<file path="src/rtl/pwm_multi.sv">
// ---------------------------------------------------------------------------
// pwm_multi -- multi-channel PWM generator
//
// One prescaled period counter is shared by CHANNELS compare outputs. Each
// channel has a shadow duty register that firmware may write at any time. The
// shadow value is copied into the active register only at a period boundary,
// which is the tick on which the counter becomes 0. This avoids glitches.
//
// Build option:
//   PWM_CENTER_ALIGN_EN  defined   -> triangle counter 0..2^N-1..1, boundary
//                                     at the valley
//                        undefined -> sawtooth counter 0..2^N-1, no direction
//                                     register
//
// Ports:
//   i_clk, i_reset      clock, asynchronous active-high reset
//   i_enable            run the prescaler and counter; when low, o_pwm is 0
//   i_prescale          tick every i_prescale+1 clocks
//   i_wr_valid/chan/duty  duty write (always accepted). Values >= 2^N are
//                       saturated. Channels >= CHANNELS are ignored.
//   o_pwm               registered compare outputs, one per channel
//   o_counter           period counter
//   o_period_start      one-clock pulse when the counter has just loaded 0
// ---------------------------------------------------------------------------

// Per-channel shadow/active duty pair and registered compare.
module pwm_multi_chan #(
    parameter int PWM_BITS = 8
) (
    input  logic                i_clk,
    input  logic                i_reset,
    input  logic                i_enable,
    input  logic                i_wr_hit,
    input  logic [PWM_BITS:0]   i_wr_duty,
    input  logic                i_boundary,
    input  logic [PWM_BITS-1:0] i_cnt_nxt,
    output logic                o_pwm
);
    logic [PWM_BITS:0] r_shadow;
    logic [PWM_BITS:0] r_active;
    logic [PWM_BITS:0] w_act_nxt;
    logic              r_pwm;

    // A write that lands on the boundary goes straight into active.
    always_comb begin
        w_act_nxt = r_active;
        if (i_boundary)
            w_act_nxt = i_wr_hit ? i_wr_duty : r_shadow;
    end

    always_ff @(posedge i_clk or posedge i_reset) begin
        if (i_reset) begin
            r_shadow <= '0;
            r_active <= '0;
            r_pwm    <= 1'b0;
        end else begin
            if (i_wr_hit)
                r_shadow <= i_wr_duty;
            r_active <= w_act_nxt;
            // The compare uses next-state values, so o_pwm stays coherent with
            // o_counter.
            r_pwm    <= i_enable && ({1'b0, i_cnt_nxt} < w_act_nxt);
        end
    end

    assign o_pwm = r_pwm;
endmodule

module pwm_multi #(
    parameter int CHANNELS      = 4,
    parameter int PWM_BITS      = 8,
    parameter int PRESCALE_BITS = 8,
    parameter int CHAN_BITS     = 2
) (
    input  logic                     i_clk,
    input  logic                     i_reset,
    input  logic                     i_enable,
    input  logic [PRESCALE_BITS-1:0] i_prescale,
    input  logic                     i_wr_valid,
    input  logic [CHAN_BITS-1:0]     i_wr_chan,
    input  logic [PWM_BITS:0]        i_wr_duty,
    output logic [CHANNELS-1:0]      o_pwm,
    output logic [PWM_BITS-1:0]      o_counter,
    output logic                     o_period_start
);
    localparam logic [PWM_BITS:0]  FULL   = {1'b1, {PWM_BITS{1'b0}}};
    localparam logic [CHAN_BITS:0] CH_LIM = (CHAN_BITS+1)'(CHANNELS);

    logic [PRESCALE_BITS-1:0] r_pre_cnt;
    logic [PWM_BITS-1:0]      r_cnt;
    logic [PWM_BITS-1:0]      w_cnt_nxt;
    logic                     r_pstart;
    logic                     w_tick;
    logic                     w_bnd;
    logic                     w_chan_ok;
    logic [PWM_BITS:0]        w_duty_sat;

    // The >= compare lets a lowered prescale fire at once, so the count
    // never runs past the new limit.
    assign w_tick = i_enable && (r_pre_cnt >= i_prescale);

    always_ff @(posedge i_clk or posedge i_reset) begin
        if (i_reset)
            r_pre_cnt <= '0;
        else if (i_enable)
            r_pre_cnt <= w_tick ? '0 : r_pre_cnt + 1'b1;
    end

`ifdef PWM_CENTER_ALIGN_EN
    // Triangle counter: r_dir = 1 while counting up.
    logic r_dir;
    logic w_dir_nxt;

    always_comb begin
        w_cnt_nxt = r_cnt;
        w_dir_nxt = r_dir;
        if (w_tick) begin
            if (r_dir) begin
                if (r_cnt == '1) begin
                    w_cnt_nxt = r_cnt - 1'b1;
                    w_dir_nxt = 1'b0;
                end else begin
                    w_cnt_nxt = r_cnt + 1'b1;
                end
            end else if (r_cnt == '0) begin
                // The valley normally flips direction. This branch only
                // recovers an inconsistent state.
                w_cnt_nxt = PWM_BITS'(1);
                w_dir_nxt = 1'b1;
            end else begin
                w_cnt_nxt = r_cnt - 1'b1;
                if (r_cnt == PWM_BITS'(1))
                    w_dir_nxt = 1'b1;
            end
        end
    end

    always_ff @(posedge i_clk or posedge i_reset) begin
        if (i_reset)
            r_dir <= 1'b1;
        else
            r_dir <= w_dir_nxt;
    end
`else
    always_comb begin
        w_cnt_nxt = r_cnt;
        if (w_tick)
            w_cnt_nxt = r_cnt + 1'b1;
    end
`endif

    assign w_bnd = w_tick && (w_cnt_nxt == '0);

    always_ff @(posedge i_clk or posedge i_reset) begin
        if (i_reset) begin
            r_cnt    <= '0;
            r_pstart <= 1'b0;
        end else begin
            r_cnt    <= w_cnt_nxt;
            r_pstart <= w_bnd;
        end
    end

    // A duty with the top bit set is 2^N or more, so clamp it to full-on.
    assign w_duty_sat = i_wr_duty[PWM_BITS] ? FULL : i_wr_duty;
    assign w_chan_ok  = ({1'b0, i_wr_chan} < CH_LIM);

    for (genvar c = 0; c < CHANNELS; c++) begin : g_chan
        logic w_hit;
        assign w_hit = i_wr_valid && w_chan_ok && (i_wr_chan == CHAN_BITS'(c));

        pwm_multi_chan #(.PWM_BITS(PWM_BITS)) u_chan (
            .i_clk      (i_clk),
            .i_reset    (i_reset),
            .i_enable   (i_enable),
            .i_wr_hit   (w_hit),
            .i_wr_duty  (w_duty_sat),
            .i_boundary (w_bnd),
            .i_cnt_nxt  (w_cnt_nxt),
            .o_pwm      (o_pwm[c])
        );
    end

    assign o_counter      = r_cnt;
    assign o_period_start = r_pstart;
endmodule

</file>
<file path="config.mk">
export PLATFORM = sky130hd
export DESIGN_NAME = pwm_multi
export DESIGN_NICKNAME = d
export VERILOG_FILES = /design/src/rtl/pwm_multi.sv
export SDC_FILE = /design/constraint.sdc
export NUM_CORES = 1
export LEC_CHECK = 0
export BUFFER_PORTS_ARGS = -buffer_cell sky130_fd_sc_hd__buf_2
export CAP_MARGIN = 20
export CORE_ASPECT_RATIO = 1.75
export CORE_MARGIN = 2
export CORE_UTILIZATION = 35
export DETAILED_ROUTE_END_ITERATION = 10
export PLACE_DENSITY = 0.61
export SYNTH_ARGS = -nofsm -noshare
export SYNTH_HDL_FRONTEND = slang
export SYNTH_SLANG_ARGS = --single-unit
</file>
<file path="constraint.sdc">
create_clock -name i_clk -period 4.5 [get_ports i_clk]
set_input_delay 0 -clock i_clk [delete_from_list [all_inputs] [get_ports i_clk]]
set_output_delay 0 -clock i_clk [all_outputs]
set_load 0.005 [all_outputs]
</file>
==> impl_metrics.toml, run 1 <==
[clocking]
cts_tree = "built"
clkTransAtPathRegs_ns = 0.07
numCtsBuffers = 9
clock_latency_ns = 0.34
cts_htree_levels = 3
cts_sinks = 93
cts-root-buf = "clkbuf_16"
ctsResizeCount = 0
clk_path_buf_depth = 2

[drt]
totalWireLength_mm = 12.1
wl_per_cell_um = 17.7
dr.pass1.iters = 4
drtAntennaViolNets = 0
first_iter_violations = 161
viasPerCell = 5.21
vias = 3550
drc = 0

[yosys]
netlist_area_sq_um = 5150
synthArstFlopShare_pct = 100
syn_inst = 457
synth_top_area_cell = "dfrtp_1"
ys.flop_type = "dfrtp_1"
synth_top_area_share_pct = 45.2
synth_most_common_cell = "dfrtp_1"
yosysSeqAreaShare_pct = 45.2
yosys-top-cells-count = "dfrtp_1, nand2_1, ha_1, o21ai_0, mux2i_1"
synth_edf_count = 0
synth.yosys.warnings = 0
synth.avg_cell_area_sq_um = 11.3
synth_cell_types = 39
ys_ff_latch = 93
synthTopCellsByArea = "dfrtp_1, ha_1, mux2i_1"
synth_nets = 518

[power]
combPwrFrac_pct = 36.0
leakagePower_nw = 2.68
intPower_mw = 1.90
seqPwrFrac_pct = 39.7
power_density_nw_per_um2 = 507
switching_share_pct = 35.2
ir_worst_vdd_mv = 0.173
power.share.clock_pct = 24.3
power.switching_mw = 1.03

[run]
drv_cap = 0

[floorplanning]
die_width_um = 95.7
die_y_um = 164
dieArea_sq_um = 15700
start_util_pct = 35.8
io_pins = 36
fp.coreArea_sq_um = 14400
num_rows = 58

[worst_setup_path]
required_ns = 4.73
worstSetupStartpointType = "flip-flop"
critPathKind = "reg -> reg"
cp_max_fo = 11
crit_start = "r_pre_cnt[5]$_DFFE_PP0P_"
crit_arrival_ns = 4.27
cp-end-kind = "flip-flop"
r2r_start = "r_pre_cnt[5]$_DFFE_PP0P_"

[grt]
grt_pass1_wl_mm = 19.6
grt_max_degree = 58
first_global_vias = 3740
grt.overflow.total = 0
antenna_found_initial = 0
grt.total_usage_pct = 16.6

[timing]
tns_ns = 0
worst_slew_pin_slew_ns = 0.901
slew_headroom_pct = 39.3
min_period_ns = 4.05
finalSetupViolCount = 0
fin_skew_ns = 0.00619
maxSlewViolCount = 0
finalCritPeriodShare_pct = 89.9
finalHoldViolCount = 0
rsz0062_at_grt = "no"
timing.fmax_mhz = 247

[placement]
port_buffers = 35
postPlaceCellArea_sq_um = 5430
gp_congestion = 0.837
dp_hpwl_mm = 9.07

[cells_and_area]
drive_gt1_share_pct = 23.3
final_area_sq_um = 5790
area_delta_synth_final_pct = 12.4
nets = 558
antennaDiodeCount = 0

[min_path]
worstHoldStart = "i_wr_duty[4]"
min_path_type = "in -> reg"

[status]
status = "finished clean"
==> cell usage in the layout, fill, tap and decap left out, drive strengths merged, types with 3 or more instances in the layout <==
cell	instances
clkinv	5
o2111ai	4
nand2	62
dfrtp	93
mux2	44
o21ai	38
buf	51
clkbuf	9
nand3b	5
inv	13
a21o	7
nor2	6
nand4	12
o211ai	3
o31ai	3
nand2b	10
xnor2	11
a21oi	9
ha	38
nand4b	4
and2	3
nand3	14
a211oi	5
mux2i	32
and3	3
o21bai	3
==> final timing paths <==
kind	slack, ns	depth (start not counted)	endpoint
worst max-delay path	0.45	14	g_chan[1].u_chan.o_pwm$_DFF_PP0_
worst min-delay path	0.10	3	g_chan[0].u_chan.r_shadow[4]$_DFF_PP0_
worst max register to register	0.45	14	g_chan[1].u_chan.o_pwm$_DFF_PP0_
worst min register to register	0.50	1	g_chan[0].u_chan.r_active[1]$_DFF_PP0_
max in group asynchronous	3.07	4	g_chan[3].u_chan.r_active[5]$_DFF_PP0_
min in group asynchronous	0.27	3	g_chan[1].u_chan.r_shadow[8]$_DFF_PP0_
==> stage by stage <==
| stage | hold slack [ns] | worst slack, ns | std cells | utilization (%) | power, mW |
|---|---|---|---|---|---|
| after floorplan | 0.252 | 1.03 | 457 | - | 1.93 |
| after global placement | 0.0923 | 0.333 | 658 | 37.8 | 2.18 |
| after detailed placement | 0.100 | 0.285 | 658 | 37.8 | 2.23 |
| after CTS | 0.107 | 0.255 | 675 | 39.8 | 2.95 |
| after global routing | 0.146 | 0.124 | 682 | 40.3 | 3.13 |
| final | 0.104 | 0.455 | 682 | 40.3 | 2.93 |
==> layout make-up <==
cell class	instances	area, sq um
fillers	1418	8580
multi-input cells	328	2580
flip-flops and latches	93	2330
repair buffers	52	330
clock buffers	9	225
well taps	180	225
clock inverters	7	51.3
inverters	13	50.0
==> registers in the layout, indices dropped and copies added, names as in the netlist <==
| register | count |
|---|---|
| o_counter | 8 |
| g_chan.u_chan.o_pwm | 4 |
| g_chan.u_chan.r_shadow | 36 |
| g_chan.u_chan.r_active | 36 |
| r_pre_cnt | 8 |
| o_period_start | 1 |
==> power groups by stage <==
| stage | sequential (mW) | clock [mW] | combinational (mW) |
|---|---|---|---|
| after global placement | 1.17 | 0 | 1.02 |
| after floorplan | 1.14 | 0 | 0.797 |
| after detailed placement | 1.18 | 0 | 1.05 |
| final | 1.16 | 0.714 | 1.05 |
| after CTS | 1.16 | 0.726 | 1.06 |
| after global routing | 1.19 | 0.764 | 1.17 |
==> critical path, stage by stage, from the launching register on <==
cell	delay (ns)
dfrtp_1	0.43
ha_1	0.31
a21oi_1	0.06
o21ai_0	0.22
a21o_1	0.29
and2_1	0.42
nand2_1	0.14
xnor2_1	0.65
ha_1	0.38
a21o_1	0.18
a21oi_1	0.23
nand3_1	0.12
a211oi_1	0.25
o21bai_1	0.09
o211ai_1	0.15
==> cells by family after synthesis <==
family,count (synthesis),share of synthesized area (%)
mux,76,17.4
buf+inv,36,4.76
compound gates,79,9.60
xor+xnor,12,2.04
fa+ha+maj,38,9.23
simple gates,123,11.8
flops,93,45.2
==> layer usage <==
layer	share of wire, %	wire, um	GRT usage, %	vias up
li1	-	-	-	1716
met1	37	4520	17.9	1745
met2	55	6670	30.5	67
met5	0	0	0	-
met3	2.6	308	2.37	22
met4	4.6	559	8.90	0
==> repair_timing <==
action	in CTS	in global routing
endpoints found under the setup margin	0	1
hold endpoints to repair	36	0
hold buffers	1	0
setup buffers	0	7
Note: power is estimated with default switching activity, not from simulation.
==> run 2, diff against run 1 <==
--- a/config.mk
+++ b/config.mk
@@ -11,7 +11,7 @@
 export CORE_MARGIN = 2
 export CORE_UTILIZATION = 35
 export DETAILED_ROUTE_END_ITERATION = 10
-export PLACE_DENSITY = 0.61
+export PLACE_DENSITY = 0.53
 export SYNTH_ARGS = -nofsm -noshare
 export SYNTH_HDL_FRONTEND = slang
 export SYNTH_SLANG_ARGS = --single-unit
==> run 2 against run 1 <==
  * Utilization grew 0.10 points
  * Die area is the same
  * Power up 4.6%
  * Non-clock buffer count decreased by 6
  * Wire length rose by 2.5%
  * Clock skew increased by 0.0045 ns
  * Sequential cell count stayed put
  * Critical path type unchanged
  * Setup slack worse by 0.16 ns
  * Sequential power about the same
  * Register-to-register slack got worse by 0.16 ns
  * Hold slack got worse by 0.0019 ns
  * Sequential share of layout area shrank 0.10 points
==> impl_metrics.toml, run 2 (synthesis results as in run 1) <==
[status]
status = "finished clean"

[timing]
maxSlewViolCount = 0
tns_ns = 0
rsz0062_at_grt = "no"
fin_skew_ns = 0.0107
finalSetupViolCount = 0
finalCritPeriodShare_pct = 93.4
worst_slew_pin_slew_ns = 1.01
fin_ws_ns = 0.299
min_period_ns = 4.20
finalHoldViolCount = 0
slew_headroom_pct = 31.8
timing.fmax_mhz = 238
whs_ns = 0.103

[power]
power_density_nw_per_um2 = 529
leakagePower_nw = 2.68
finalPower_mw = 3.07
ir_worst_vdd_mv = 0.201

[clocking]
clkTransAtPathRegs_ns = 0.07
cts_htree_levels = 3
numCtsBuffers = 9
hold_buffers = 1
clock_latency_ns = 0.34
cts-root-buf = "clkbuf_16"
clk_path_buf_depth = 2
ctsResizeCount = 0
cts_sinks = 93
post_cts_buffers = 0
cts_tree = "built"

[floorplanning]
io_pins = 36
die_width_um = 95.7
dieArea_sq_um = 15700
fp.coreArea_sq_um = 14400
start_util_pct = 35.8
die_y_um = 164
num_rows = 58

[worst_setup_path]
crit_chain = "ha_1, and2_1, a21oi_1, o31a_1, or3_1, nor2_4, buf_12, mux2i_1, ha_1, a21oi_1, nand3_1, a211oi_1, o21bai_1, o211ai_1"
crit_arrival_ns = 4.43
path_depth = 14
cp-end-kind = "flip-flop"
r2r_start = "o_counter[0]$_DFF_PP0_"
critical_path.slowest_cell = "dfrtp_1"
worstSetupStartpointType = "flip-flop"
crit_start = "o_counter[0]$_DFF_PP0_"
worst-path-buf-inv = 1
reg2reg_setup_slack_ns = 0.30
required_ns = 4.73
cpPeakStageDelay_ns = 0.52
path_delay_family = "simple AND/OR/NAND/NOR gates"
reg2reg_depth = 14
critPathKind = "reg -> reg"
cp_max_fo = 20
critPathCapture = "g_chan[1].u_chan.o_pwm$_DFF_PP0_"
r2r_end = "g_chan[1].u_chan.o_pwm$_DFF_PP0_"

[drt]
viasPerCell = 5.11
wl_per_cell_um = 18.4
first_iter_violations = 148
drtAntennaViolNets = 0
vias = 3445
totalWireLength_mm = 12.4
dr.pass1.iters = 4
drc = 0

[placement]
dp_cells = 659
dp_hpwl_mm = 9.42
gp_congestion = 0.827
port_buffers = 35
pre_cts_slack_ns = 0.331
postPlaceCellArea_sq_um = 5450

[grt]
gr-usage-met2_pct = 31.3
grt_pass1_wl_mm = 19.6
antenna_found_initial = 0
top_usage_layer = "met2"
grt.overflow.total = 0
grtUsageMet1_pct = 18.4
grt_util_met3_pct = 2.92
first_global_vias = 3649
grt.total_usage_pct = 16.9
grt_max_degree = 49

[cells_and_area]
area_delta_synth_final_pct = 12.7
final_area_sq_um = 5800
fin_util_pct = 40.4
nets = 552
finalNonFillerCells = 674
layout_common_cells = "dfrtp_1, nand2_1, o21ai_0, ha_1, buf_2"
antennaDiodeCount = 0
drive_gt1_share_pct = 22.1
top_regs = "g_chan.u_chan.r_active x36, g_chan.u_chan.r_shadow x36"
final_common_cell = "dfrtp_1"

[min_path]
holdPathStages = 3
min_path_type = "in -> reg"

[run]
drv_cap = 0
-- run 2: cell count changes in the layout (fill, tap and decap cells not counted) --
cell and change:
clkbuf_8 +1, clkinvlp_4 -1, inv_6 -1, clkinv_2 -2
bufinv_16 +3, clkinv_4 -2, buf_4 -6
-- run 2: final cells by class --
class | instances | area [sq um]
Clock buffer | 10 | 239
Timing Repair Buffer | 46 | 285
Fill cell | 1393 | 8570
Sequential cell | 93 | 2330
Inverter | 13 | 50.0
Tap cell | 180 | 225
Clock inverter | 4 | 97.6
Multi-Input combinational cell | 328 | 2580
-- run 2: how the worst min path moves through the flow --
stage                  from                                      to  slack [ns]
2_1_floorplan  i_wr_duty[0]  g_chan[2].u_chan.r_shadow[0]$_DFF_PP0_        0.25
3_3_place_gp        i_reset  g_chan[3].u_chan.r_shadow[7]$_DFF_PP0_        0.19
3_5_place_dp        i_reset  g_chan[3].u_chan.r_shadow[7]$_DFF_PP0_        0.19
4_1_cts        i_wr_duty[1]  g_chan[0].u_chan.r_shadow[1]$_DFF_PP0_         0.1
5_1_grt        i_wr_duty[6]  g_chan[0].u_chan.r_shadow[6]$_DFF_PP0_        0.14
6_report       i_wr_duty[3]  g_chan[2].u_chan.r_shadow[3]$_DFF_PP0_        0.10
-- run 2: where the power goes --
part           switching, mW  total [mW]  internal (mW)
registers              0.129        1.16           1.03
logic                  0.554        1.04          0.489
clock network          0.311       0.863          0.552
total                  0.994        3.07           2.08
-- run 2: per-layer routing --
metal	wire length, um	share of wire, %	vias to the layer above
met4	355	2.9	0
li1	-	-	1705
met3	355	2.9	18
met2	6850	55	57
met1	4810	39	1665
met5	0	0	-
-- run 2: tightest hold or removal path, delay by kind of cell --
family	cells	cell delay, ns
AO/OA/AOI/OAI	1	0.15
buffers and inverters	1	0.09
AND/OR/NAND/NOR	1	0.12
==> run 3, diff against run 2 <==
--- a/config.mk
+++ b/config.mk
@@ -5,13 +5,14 @@
 export SDC_FILE = /design/constraint.sdc
 export NUM_CORES = 1
 export LEC_CHECK = 0
+export ABC_AREA = 1
 export BUFFER_PORTS_ARGS = -buffer_cell sky130_fd_sc_hd__buf_2
-export CAP_MARGIN = 20
+export CAP_MARGIN = 25
 export CORE_ASPECT_RATIO = 1.75
 export CORE_MARGIN = 2
 export CORE_UTILIZATION = 35
 export DETAILED_ROUTE_END_ITERATION = 10
-export PLACE_DENSITY = 0.53
+export PLACE_DENSITY = 0.52
 export SYNTH_ARGS = -nofsm -noshare
 export SYNTH_HDL_FRONTEND = slang
 export SYNTH_SLANG_ARGS = --single-unit
==> run 3 against run 2 <==
  * Clock power fell by 7.5%
  * Die area fell by 4.7%
  * Maximum frequency rose by 6.4%
  * Sequential cell count did not move
  * Utilization fell by 0.23 points
  * Global-route usage fell by 0.91 points
  * Critical path type unchanged
  * Largest power group unchanged
==> impl_metrics.toml, run 3 <==
[drt]
first_iter_violations = 170
viasPerCell = 4.52
dr.pass1.iters = 6
wl_per_cell_um = 13.6
drc = 0
totalWireLength_mm = 10.9
vias = 3628
drtAntennaViolNets = 0

[yosys]
synth_nets = 649
synthArstFlopShare_pct = 100
synthTopCellsByArea = "dfrtp_1, nand2_1, ha_1"
synth_most_common_cell = "nand2_1"
synth_top_area_share_pct = 47.5
synth_top_area_cell = "dfrtp_1"
yosys-top-cells-count = "nand2_1, inv_1, dfrtp_1, ha_1, o21ai_0"
synth_edf_count = 0
ys_ff_latch = 93
yosysSeqAreaShare_pct = 47.5
netlist_area_sq_um = 4900
syn_inst = 588
ys.flop_type = "dfrtp_1"
synth_cell_types = 31
synth.avg_cell_area_sq_um = 8.33
synth.yosys.warnings = 0

[grt]
grt.overflow.total = 0
grt_max_degree = 53
grt.total_usage_pct = 16.0
first_global_vias = 3746
antenna_found_initial = 0
grt_pass1_wl_mm = 18.4

[worst_setup_path]
crit_top_cell = "nand2_1"
r2r_start = "r_pre_cnt[3]$_DFFE_PP0P_"
worstSetupStartpointType = "flip-flop"
crit_arrival_ns = 4.22
cp-end-kind = "flip-flop"
critPathKind = "reg -> reg"
critical_path.slowest_cell = "dfrtp_1"
crit_start = "r_pre_cnt[3]$_DFFE_PP0P_"
crit_chain = "ha_1, nand2_1, inv_1, nand2_1, nand2_1, nand2_1, nand3_2, nand2_2, nand2_1, nand2_1, inv_1, nand2_1, nor2_4, nand2_4, buf_4, nand2_1, o21ai_1, inv_1, ha_1, a21oi_1, nor2_1, o21ai_1, nand2_1, a21oi_2"
path_delay_family = "simple AND/OR/NAND/NOR gates"
cpPeakStageDelay_ns = 0.43
required_ns = 4.77
cp_max_fo = 52
worst-path-buf-inv = 4

[placement]
pre_cts_slack_ns = 0.542
dp_hpwl_mm = 8.17
dp_cells = 786
gp_congestion = 0.872
port_buffers = 35

[cells_and_area]
area_delta_synth_final_pct = 12.9
antennaDiodeCount = 0
drive_gt1_share_pct = 16.6
fin_util_pct = 40.1
top_regs = "g_chan.u_chan.r_active x36, g_chan.u_chan.r_shadow x36"
layout_common_cells = "nand2_1, inv_1, dfrtp_1"
nets = 682
final_common_cell = "nand2_1"
finalNonFillerCells = 803
fill_cells = 1436

[timing]
timing.fmax_mhz = 253
rsz0062_at_grt = "no"
worst_slew_pin_slew_ns = 0.865
finalSetupViolCount = 0
fin_skew_ns = 0.00625
min_period_ns = 3.95
finalCritPeriodShare_pct = 87.8
maxSlewViolCount = 0
fin_ws_ns = 0.551
tns_ns = 0
finalHoldViolCount = 0
slew_headroom_pct = 42.3

[clocking]
clk_path_buf_depth = 2
ctsResizeCount = 0
numCtsBuffers = 9
clock_latency_ns = 0.34
cts_tree = "built"
cts_sinks = 93
clkTransAtPathRegs_ns = 0.06
cts_htree_levels = 3
cts-root-buf = "clkbuf_16"

[floorplanning]
io_pins = 36
die_width_um = 93.4
num_rows = 57
start_util_pct = 35.6
die_y_um = 160
fp.coreArea_sq_um = 13800
dieArea_sq_um = 15000

[power]
intPower_mw = 1.60
seqPwrFrac_pct = 43.4
combPwrFrac_pct = 21.7
ir_worst_vdd_mv = 0.177
power_density_nw_per_um2 = 414
leakagePower_nw = 2.84
power.switching_mw = 0.685
finalPower_mw = 2.29
power.share.clock_pct = 34.9
switching_share_pct = 30.0

[status]
status = "finished clean"

[min_path]
min_path_type = "in -> reg"
worstHoldStart = "i_enable"

[run]
drv_cap = 0
-- run 3: changes by cell type in the layout (fill, tap and decap cells not counted), sizes merged, moves of 6 or more --
cell | previous run | this run
a21oi | 9 | 15
buf | 45 | 39
inv | 12 | 124
mux2 | 44 | 0
mux2i | 32 | 0
nand2 | 62 | 137
nand2b | 10 | 0
nand3 | 14 | 20
nand4 | 12 | 3
nor2 | 6 | 38
o21ai | 38 | 74
or2 | 0 | 7
xnor2 | 11 | 2
-- run 3: worst paths after layout --
kind | endpoint | slack (ns) | cells after the start
worst max-delay path | g_chan[3].u_chan.o_pwm$_DFF_PP0_ | 0.55 | 24
worst min-delay path | g_chan[2].u_chan.o_pwm$_DFF_PP0_ | 0.04 | 3
worst max register to register | g_chan[3].u_chan.o_pwm$_DFF_PP0_ | 0.55 | 24
worst min register to register | g_chan[3].u_chan.r_active[0]$_DFF_PP0_ | 0.47 | 2
max in group asynchronous | g_chan[0].u_chan.r_active[5]$_DFF_PP0_ | 3.04 | 4
min in group asynchronous | g_chan[1].u_chan.r_shadow[2]$_DFF_PP0_ | 0.36 | 3
-- run 3: cell type report --
class,count,area (sq um),share of cell area [%]
well taps,177,221,4.01
inverters,125,470,8.51
clock buffers,12,236,4.28
clock inverters,4,72.6,1.31
flip-flops and latches,93,2330,42.1
repair buffers,40,215,3.89
multi-input cells,352,1980,35.9
-- run 3: timing repair --
item / in CTS / in global routing
setup endpoints to repair: 0 / 0
endpoints found under the hold margin: 48 / 0
hold buffers: 1 / 0
setup buffers: 0 / 0
-- run 3: metrics by stage --
| stage | cell area [sq um] | hold WS, ns |
|---|---|---|
| after floorplan | 4900 | 0.235 |
| after global placement | 5210 | 0.195 |
| after detailed placement | 5210 | 0.204 |
| after CTS | 5530 | 0.0291 |
| after global routing | 5530 | 0.0605 |
| final | 5530 | 0.0378 |
-- run 3: logic make-up (layout without fill, tap and decap cells) --
family,after synthesis,in the layout,synth area share [%]
compound gates,96,96,10.8
xor+xnor,8,8,1.43
fa+ha+maj,38,38,9.71
buf+inv,143,181,12.1
flops,93,93,47.5
simple gates,210,210,18.5
-- run 3: per-layer routing --
metal  vias up  routed length [um]  global-route usage, %
li1       1882                   -                      -
met1      1680                4580                   18.6
met2        48                5770                   28.5
met3        18                 280                   2.86
met4         0                 286                   6.35
met5         -                   0                      0
-- run 3: worst register-to-register path, cell delays in order (launching register included) --
cell	delay [ns]
dfrtp_1	0.43
ha_1	0.31
nand2_1	0.07
inv_1	0.05
nand2_1	0.06
nand2_1	0.04
nand2_1	0.07
nand3_2	0.15
nand2_2	0.27
nand2_1	0.08
nand2_1	0.25
inv_1	0.07
nand2_1	0.10
nor2_4	0.07
nand2_4	0.43
buf_4	0.35
nand2_1	0.07
o21ai_1	0.13
inv_1	0.07
ha_1	0.30
a21oi_1	0.15
nor2_1	0.06
o21ai_1	0.11
nand2_1	0.07
a21oi_2	0.12
-- run 3: power by group through the flow --
stage,Combinational (mW),Sequential [mW],Clock [mW]
floorplan,0.360,0.993,0
global placement,0.487,1.01,0
detailed placement,0.502,1.01,0
CTS,0.507,0.993,0.818
global route,0.580,1.01,0.855
finish,0.496,0.992,0.798
